File: config.mk
export PLATFORM = sky130hd
export DESIGN_NAME = bus_transfer_arbiter
export DESIGN_NICKNAME = d
export VERILOG_FILES = /design/src/rtl/bus_transfer_arbiter.sv
export SDC_FILE = /design/constraint.sdc
export NUM_CORES = 1
export LEC_CHECK = 0
export CELL_PAD_IN_SITES_DETAIL_PLACEMENT = 1
export CELL_PAD_IN_SITES_GLOBAL_PLACEMENT = 2
export CORE_ASPECT_RATIO = 0.6
export CORE_MARGIN = 2
export CORE_UTILIZATION = 24
export CTS_BUF_LIST = sky130_fd_sc_hd__clkbuf_4
export CTS_CLUSTER_SIZE = 10
export DETAILED_ROUTE_END_ITERATION = 10
export GPL_TIMING_DRIVEN = 0
export PLACE_DENSITY = 0.79
export SETUP_SLACK_MARGIN = 0.05
export SLEW_MARGIN = 25
export SYNTH_ARGS = -nofsm -noshare
export SYNTH_HDL_FRONTEND = slang
export SYNTH_SLANG_ARGS = --single-unit
export TNS_END_PERCENT = 50
File: constraint.sdc
create_clock -name iClk -period 2.6 [get_ports iClk]
set_input_delay 0.52 -clock iClk [delete_from_list [all_inputs] [get_ports iClk]]
set_output_delay 0.52 -clock iClk [all_outputs]
set_load 0.05 [all_outputs]
File: src/rtl/bus_transfer_arbiter.sv
// Round-robin arbiter/sequencer for the shared 8-bit system bus: grants one source,
// drives its bus enable, then strobes the destination load. Optional macro BUS_ARB_SETTLE_EN adds a DRIVE cycle.
module bus_transfer_arbiter #(
  parameter  int NUM_SRC = 4,
  parameter  int NUM_DST = 8,
  parameter  int DST_W   = 3,
  localparam int ID_W    = (NUM_SRC > 1) ? $clog2(NUM_SRC) : 1
) (
  input  logic                     iClk,
  input  logic                     iReset,
  input  logic [NUM_SRC-1:0]       iReq,
  input  logic [NUM_SRC*DST_W-1:0] iDst,
  output logic [NUM_SRC-1:0]       oEnable,
  output logic [NUM_DST-1:0]       oLoad,
  output logic [NUM_SRC-1:0]       oAck,
  output logic                     oBusy,
  output logic [ID_W-1:0]          oGrantId
);

  localparam logic [1:0] IDLE  = 2'd0;
`ifdef BUS_ARB_SETTLE_EN
  localparam logic [1:0] DRIVE = 2'd1;
`endif
  localparam logic [1:0] LOAD  = 2'd2;

  logic [1:0]         state;
  logic [1:0]         stateNxt;
  logic [ID_W-1:0]    ptr;
  logic [ID_W-1:0]    ptrNxt;
  logic [ID_W-1:0]    winId;
  logic [ID_W-1:0]    winIdNxt;
  logic [DST_W-1:0]   winDst;
  logic [DST_W-1:0]   winDstNxt;
  logic [ID_W-1:0]    reqWin;
  logic [DST_W-1:0]   reqDst;
  logic [NUM_SRC-1:0] enableNxt;
  logic [NUM_DST-1:0] loadNxt;
  logic [NUM_SRC-1:0] ackNxt;
  logic               busyNxt;
  logic [ID_W-1:0]    grantNxt;

  // First requesting source at or after the pointer, wrapping modulo NUM_SRC.
  function automatic logic [ID_W-1:0] pickWinner(input logic [NUM_SRC-1:0] req,
                                                 input logic [ID_W-1:0]    start);
    logic [ID_W-1:0] r;
    int              idx;
    r = start;
    for (int off = NUM_SRC - 1; off >= 0; off--) begin
      idx = int'(start) + off;
      if (idx >= NUM_SRC) idx = idx - NUM_SRC;
      if (req[ID_W'(idx)]) r = ID_W'(idx);
    end
    return r;
  endfunction

  function automatic logic [NUM_SRC-1:0] srcOneHot(input logic [ID_W-1:0] w);
    logic [NUM_SRC-1:0] r;
    for (int k = 0; k < NUM_SRC; k++) r[k] = (w == ID_W'(k));
    return r;
  endfunction

  // Indices at or beyond NUM_DST match no bit, so the strobe stays all zero.
  function automatic logic [NUM_DST-1:0] dstOneHot(input logic [DST_W-1:0] d);
    logic [NUM_DST-1:0] r;
    for (int k = 0; k < NUM_DST; k++) r[k] = (d == DST_W'(k));
    return r;
  endfunction

  function automatic logic [ID_W-1:0] nextPtr(input logic [ID_W-1:0] w);
    return (int'(w) == NUM_SRC - 1) ? '0 : w + ID_W'(1);
  endfunction

  assign reqWin = pickWinner(iReq, ptr);

  always_comb begin
    reqDst = '0;
    for (int k = 0; k < NUM_SRC; k++)
      if (reqWin == ID_W'(k)) reqDst = iDst[k*DST_W +: DST_W];
  end

  always_comb begin
    stateNxt  = state;
    ptrNxt    = ptr;
    winIdNxt  = winId;
    winDstNxt = winDst;
    grantNxt  = oGrantId;
    enableNxt = '0;
    loadNxt   = '0;
    ackNxt    = '0;
    busyNxt   = 1'b0;
    case (state)
      IDLE: begin
        if (|iReq) begin
          winIdNxt  = reqWin;
          winDstNxt = reqDst;
          grantNxt  = reqWin;
          enableNxt = srcOneHot(reqWin);
          busyNxt   = 1'b1;
`ifdef BUS_ARB_SETTLE_EN
          stateNxt  = DRIVE;
`else
          stateNxt  = LOAD;
          loadNxt   = dstOneHot(reqDst);
          ackNxt    = srcOneHot(reqWin);
          ptrNxt    = nextPtr(reqWin);
`endif
        end
      end
`ifdef BUS_ARB_SETTLE_EN
      // Bus has been driven a full cycle; the next cycle carries the load strobe.
      DRIVE: begin
        stateNxt  = LOAD;
        enableNxt = srcOneHot(winId);
        loadNxt   = dstOneHot(winDst);
        ackNxt    = srcOneHot(winId);
        busyNxt   = 1'b1;
        ptrNxt    = nextPtr(winId);
      end
`endif
      LOAD:    stateNxt = IDLE;
      default: stateNxt = IDLE;
    endcase
  end

  always_ff @(posedge iClk) begin
    if (iReset) begin
      state    <= IDLE;
      ptr      <= '0;
      oEnable  <= '0;
      oLoad    <= '0;
      oAck     <= '0;
      oBusy    <= 1'b0;
      oGrantId <= '0;
    end else begin
      state    <= stateNxt;
      ptr      <= ptrNxt;
      oEnable  <= enableNxt;
      oLoad    <= loadNxt;
      oAck     <= ackNxt;
      oBusy    <= busyNxt;
      oGrantId <= grantNxt;
    end
  end

  // Latched transfer payload is only consumed after a grant, so it carries no reset.
  always_ff @(posedge iClk) begin
    winId  <= winIdNxt;
    winDst <= winDstNxt;
  end

endmodule
# [Yosys cells after proc, flatten, opt, wreduce, memory -nomap -nowiden]
# Cells that the tools add are included.
[word_totals] regBits=18 in_bits=18 output_inout_bits=19 wordCells=68
[classes] n_addsub=8 magnitude_cmp=8 n_eq_ne=11 mux=26 bitwise=2 n_reduce_logical=7
[op_table] cell="$mux 2" n=9
[op_table] cell="$lt 2x4->1 const B" n=4
[op_table] cell="$eq 3x3->1 const B" n=4
[op_table] cell="$mux 3" n=4
[op_table] cell="$ge 3x3->1 const B" n=3
[op_table] cell="$mux 1" n=9
[op_table] cell="$bmux 1 s2" n=4
[op_table] cell="$sub 2x1->2 const B" n=4
[op_table] cell="$add 2x2->3 const B" n=2
[op_table] cell="$eq 3x2->1 const B" n=2
[op_table] cell="$eq 2x1->1 const B" n=2
[op_table] cell="$eq 2x2->1 const B" n=2
[op_table] cell="$logic_not 2->1" n=2
[op_table] cell="$reduce_or 4->1" n=1
[op_table] cell="$add 2x1->3 const B" n=1
[op_table] cell="$eq 3x1->1 const B" n=1
[op_table] cell="$ge 2x3->1 const B" n=1
[op_table] cell="$logic_not 3->1" n=1
[op_table] cell="$reduce_or 3->1" n=1
[op_table] cell="$add 2x1->2 const B" n=1
[op_table] cell="$not 1->1" n=2
[op_table] cell="$reduce_and 2->1" n=1
[op_table] cell="$reduce_or 2->1" n=1

# [Depth between registers and ports, before layout]
# Gate-level depths: netlist of run 1.
[depth] depth_word=16 ltp_mapped=9 depth_no_buf=9

# [Worst setup path before layout of run 1]
# No wires, ideal clock.
[synth_timing] path_type="in2reg" from="input iReq[0]" to="register oLoad[2]" setup_ps=78 arrival_ps=2071 t_required_ps=2522 slack_ps=451 path_stages=9 n_path_buf=0 path_cell_list="or2b_1 a21boi_1 nor3_1 inv_1 ha_1 nor2b_1 o21ai_0 nand3_1 nor3_1"
[synth_via] elab_chain_len=13 elab_cells_between_ends=28 cone_classes="4 x eq/ne; 20 x mux; 1 x bitwise; 3 x reduce/logical"
[synth_rtl] element="start, declared" line="11" source="input logic [NUM_SRC-1:0] iReq,"
[synth_rtl] element="$bmux 1 s2" line="51" source="if (req[ID_W'(idx)]) r = ID_W'(idx);"
[synth_rtl] element="$mux 1 (not written as such) (2 in a row)" line="51"
[synth_rtl] element="$mux 2 (3 in a row)" line="51"
[synth_rtl] element="$mux 2 (*)" line="51"
[synth_rtl] element="net reqWin[0]" line="34" source="logic [ID_W-1:0] reqWin;"
[synth_rtl] element="$logic_not 2->1" line="78" source="if (reqWin == ID_W'(k)) reqDst = iDst[k*DST_W +: DST_W];"
[synth_rtl] element="$mux 3 (3 in a row)" line="78"
[synth_rtl] element="$mux 3 (*)" line="78"
[synth_rtl] element="$eq 3x2->1 (*)" line="65" source="for (int k = 0; k < NUM_DST; k++) r[k] = (d == DST_W'(k));"
[synth_rtl] element="end signal, assigned" line="138" source="oLoad <= loadNxt;"
[synth_rtl] element="end, declared" line="14" source="output logic [NUM_DST-1:0] oLoad,"
# Mark *: on every way through the listed nets, which the timed path passes. The rest lies on a longest branch. The select of a mux whose other input is x is not followed.
# A chain may end at the register's enable or synchronous reset.

# [Worst setup path in the final report of run 1]
[layout_timing] from="input iReq[0]" to="register oLoad[6]"
[layout_via] elab_chain_len=13 elab_cells_between_ends=28 cone_classes="4 x eq/ne; 20 x mux; 1 x bitwise; 3 x reduce/logical"
[layout_rtl] element="$bmux 1 s2" line="51"
[layout_rtl] element="$mux 1 (not written as such) (2 in a row)" line="51"
[layout_rtl] element="$mux 2 (3 in a row)" line="51"
[layout_rtl] element="$mux 2 (*)" line="51"
[layout_rtl] element="net reqWin[0]" line="34"
[layout_rtl] element="$logic_not 2->1" line="78"
[layout_rtl] element="$mux 3 (3 in a row)" line="78"
[layout_rtl] element="$mux 3 (*)" line="78"
[layout_rtl] element="$eq 3x3->1 (*)" line="65"
# Marks and branches as above.

==> results of run 1 <==
==> worst paths after layout <==
kind                         endpoint  cells past startpoint                     start
min reg2reg  oGrantId[1]$_SDFFE_PP0P_                      2  oGrantId[1]$_SDFFE_PP0P_
min          oGrantId[1]$_SDFFE_PP0P_                      2  oGrantId[1]$_SDFFE_PP0P_
max reg2reg       oLoad[2]$_SDFF_PP0_                      9       ptr[1]$_SDFFE_PP0P_
max               oLoad[6]$_SDFF_PP0_                     10                   iReq[0]
==> state kept, by name, indices dropped and copies added, names as in the netlist <==
name and flops:
state 1, oAck 4, oGrantId 2, oBusy 1, oLoad 8, ptr 2
==> where the power goes <==
| part | total, uW | internal (uW) | switching (uW) | leakage, uW |
|---|---|---|---|---|
| logic | 420 | 157 | 263 | 0.000359 |
| registers | 326 | 306 | 20.1 | 0.000147 |
| clock network | 145 | 56.0 | 89.5 | 0.0000154 |
==> synthesized netlist by cell type (2+ instances only) <==
master / n
and2_1: 3
nand2_1: 14
nor2_1: 4
ha_1: 4
and2_2: 4
o211ai_1: 3
dfxtp_1: 18
inv_1: 3
a21oi_1: 3
o21ai_0: 4
nor2b_1: 3
or2b_1: 2
nand2b_1: 3
buf_4: 4
nor3_1: 10
==> metrics by stage <==
stage	total power [uW]	instance area, sq um	TNS, ns
final	892	1360	0
after global routing	952	1360	0
after CTS	883	1330	0
after detailed placement	723	1270	-5.09
after global placement	710	1270	-4.65
after floorplan	579	857	0
==> cells by family after synthesis <==
| group | share of synthesized area |
|---|---|
| simple gates | 0.331 |
| compound gates | 0.142 |
| flops | 0.420 |
| buf+inv | 0.0482 |
| fa+ha+maj | 0.0584 |
==> layout make-up <==
cell class                      instances  area share
Inverter                                3     0.00826
Clock buffer                            3      0.0165
Sequential cell                        18       0.264
Buffer                                  4      0.0220
Timing Repair Buffer                   37       0.274
Tap cell                               45      0.0413
Multi-Input combinational cell         71       0.371
Clock inverter                          1     0.00275
==> placed cells by master (no fill, tap or decap), types with 2 or more instances in the layout <==
master / synthesis / routed
nand2b_1: 3 / 3
nand2_1: 14 / 14
nor2_2: 1 / 2
ha_2: 0 / 3
and2_2: 4 / 4
and2_1: 3 / 3
clkbuf_4: 0 / 3
o211ai_1: 3 / 3
or2b_1: 2 / 2
dlymetal6s2s_1: 0 / 3
nor2b_1: 3 / 3
inv_1: 3 / 3
a21oi_1: 3 / 2
o21ai_1: 0 / 2
buf_4: 4 / 5
nor3_1: 10 / 8
nor2_1: 4 / 3
nor3_2: 1 / 2
clkdlybuf4s50_1: 0 / 32
o21ai_0: 4 / 2
dfxtp_1: 18 / 18
==> metal layers <==
| layer | vias up | GRT usage | wire, microns | part of all wire |
|---|---|---|---|---|
| li1 | 415 | - | - | - |
| met1 | 390 | 0.182 | 1280 | 0.49 |
| met2 | 18 | 0.216 | 1180 | 0.46 |
| met3 | 2 | 0.0378 | 102 | 0.039 |
| met4 | 0 | 0.0339 | 25 | 0.0097 |
| met5 | - | 0 | 0 | 0 |
==> worst min-delay path: stages, from the launching register on <==
cell	delay, ns
dfxtp_1	0.33
nor2_1	0.10
a311oi_1	0.06
==> repair_timing <==
item                       CTS  global route
hold endpoints to repair     0             0
gates resized for setup     10             8
pin swaps                    2             0
hold buffers                 0             0
setup buffers                1             0
setup endpoints to repair    8             8
gates cloned                 0             0
==> reports/results.ini, run 1 <==
[clock_tree]
cts_htree_levels=1
clock_sinks=18
clkTransAtPathRegs_ns=0.11
max-clock-path-buffers=2
insertion_delay_ns=0.30
cts-root-buf=clkbuf_4
cts_tree=built
numCtsBuffers=3

[detailed_routing]
post_drt_wl_per_cell_microns=14.2
vias=825
dr.pass1.iters=4
via_per_inst=4.53
drc=0
routed_wl_microns=2590
drt_iter0_drc=41
ant_nets=0

[die]
die_h_microns=50.3
std_cell_rows=16
io_pins=37
core_sq_mm=0.00334
initial_core_util=0.256
die-area_sq_mm=0.00408
fp.dieW_microns=81.2

[global_route]
grt_pass1_wl_microns=4130
grt_max_degree=11
grt.overflow.total=0
grt_usage=0.136
first_global_vias=855
antenna_found_initial=0

[final_layout]
final_cells=182
fin_util=0.408
antenna_cells=0
nFillCells=373
regArea_sq_um=360
syn2layout_area_growth_pct=59.1
fin_nets=160
multiInputGateArea_sq_um=505
drive_gt1_frac=0.197

[pwr]
p_leak_uw=0.000522
power_per_cell_area_mw_per_mm2=654
max-vdd-ir-drop_uv=209

[worst_setup_path]
cp_slowest_cell=dlygate4sd2_1
cp_slowest_stage_delay_ns=0.34
worstPathRequired_ns=2.82
crit_path_max_fanout=6
cp.arrival_ns=2.59
r2r_setup_slack_ns=0.43
critPathKind=in -> reg
cp_top_family=simple AND/OR/NAND/NOR gates
crit_buf_inv=2
path_cells=dlygate4sd2_1, or2b_1, a21boi_1, nor3_4, inv_1, ha_1, nand2_1, o211ai_1, nand3_2, nor3_1
critPathLaunchType=input port
cp-end-kind=flip-flop

[yosys]
postSynthCellCount=96
syn_area_sq_um=857
synth.net_count=118
synth-edff-count=0
async_reset_ff_frac=0
synth-seq-cells=18
syn_area_per_cell_sq_um=8.93
synth_top_area_frac=0.420
synthDistinctLibCells=29
synth.yosys.seq_area_share=0.420
yosysTopAreaCell=dfxtp_1
synthTopCellsByArea=dfxtp_1 (42%), nand2_1 (6.1%), ha_1 (5.8%)
yosysWarnings=0
synth_ff_type=dfxtp_1

[min_path]
hp-class=reg -> reg

[sta]
finalSetupViolCount=0
finalHoldViolCount=0
worst_slack_ns=0.229
relSlewSlack=0.662
drv_slew=0
fin_crit_sh=0.912
min_period_ns=2.37
rsz0062_at_grt=false
worst_pin_slew_ns=0.505
hold_slack_ns=0.525
fmax_mhz=422
skew_ns=0.00906

[place]
dp.cells=177
gp_congestion=0.719
dp_hpwl_microns=2090
place_ws_ns=-0.661
port_buffers=36

[flow_run]
max_cap_viol_count=0

[run_status]
status=complete, no violations

No activity file was read; power rests on OpenSTA's default activity.
==> run 2, diff against run 1 <==
--- a/config.mk
+++ b/config.mk
@@ -14,6 +14,7 @@
 export CTS_CLUSTER_SIZE = 10
 export DETAILED_ROUTE_END_ITERATION = 10
 export GPL_TIMING_DRIVEN = 0
+export HOLD_SLACK_MARGIN = 0.05
 export PLACE_DENSITY = 0.79
 export SETUP_SLACK_MARGIN = 0.05
 export SLEW_MARGIN = 25
==> results of run 2 <==
The final DEF is identical to that of run 1; final timing and power are the same.
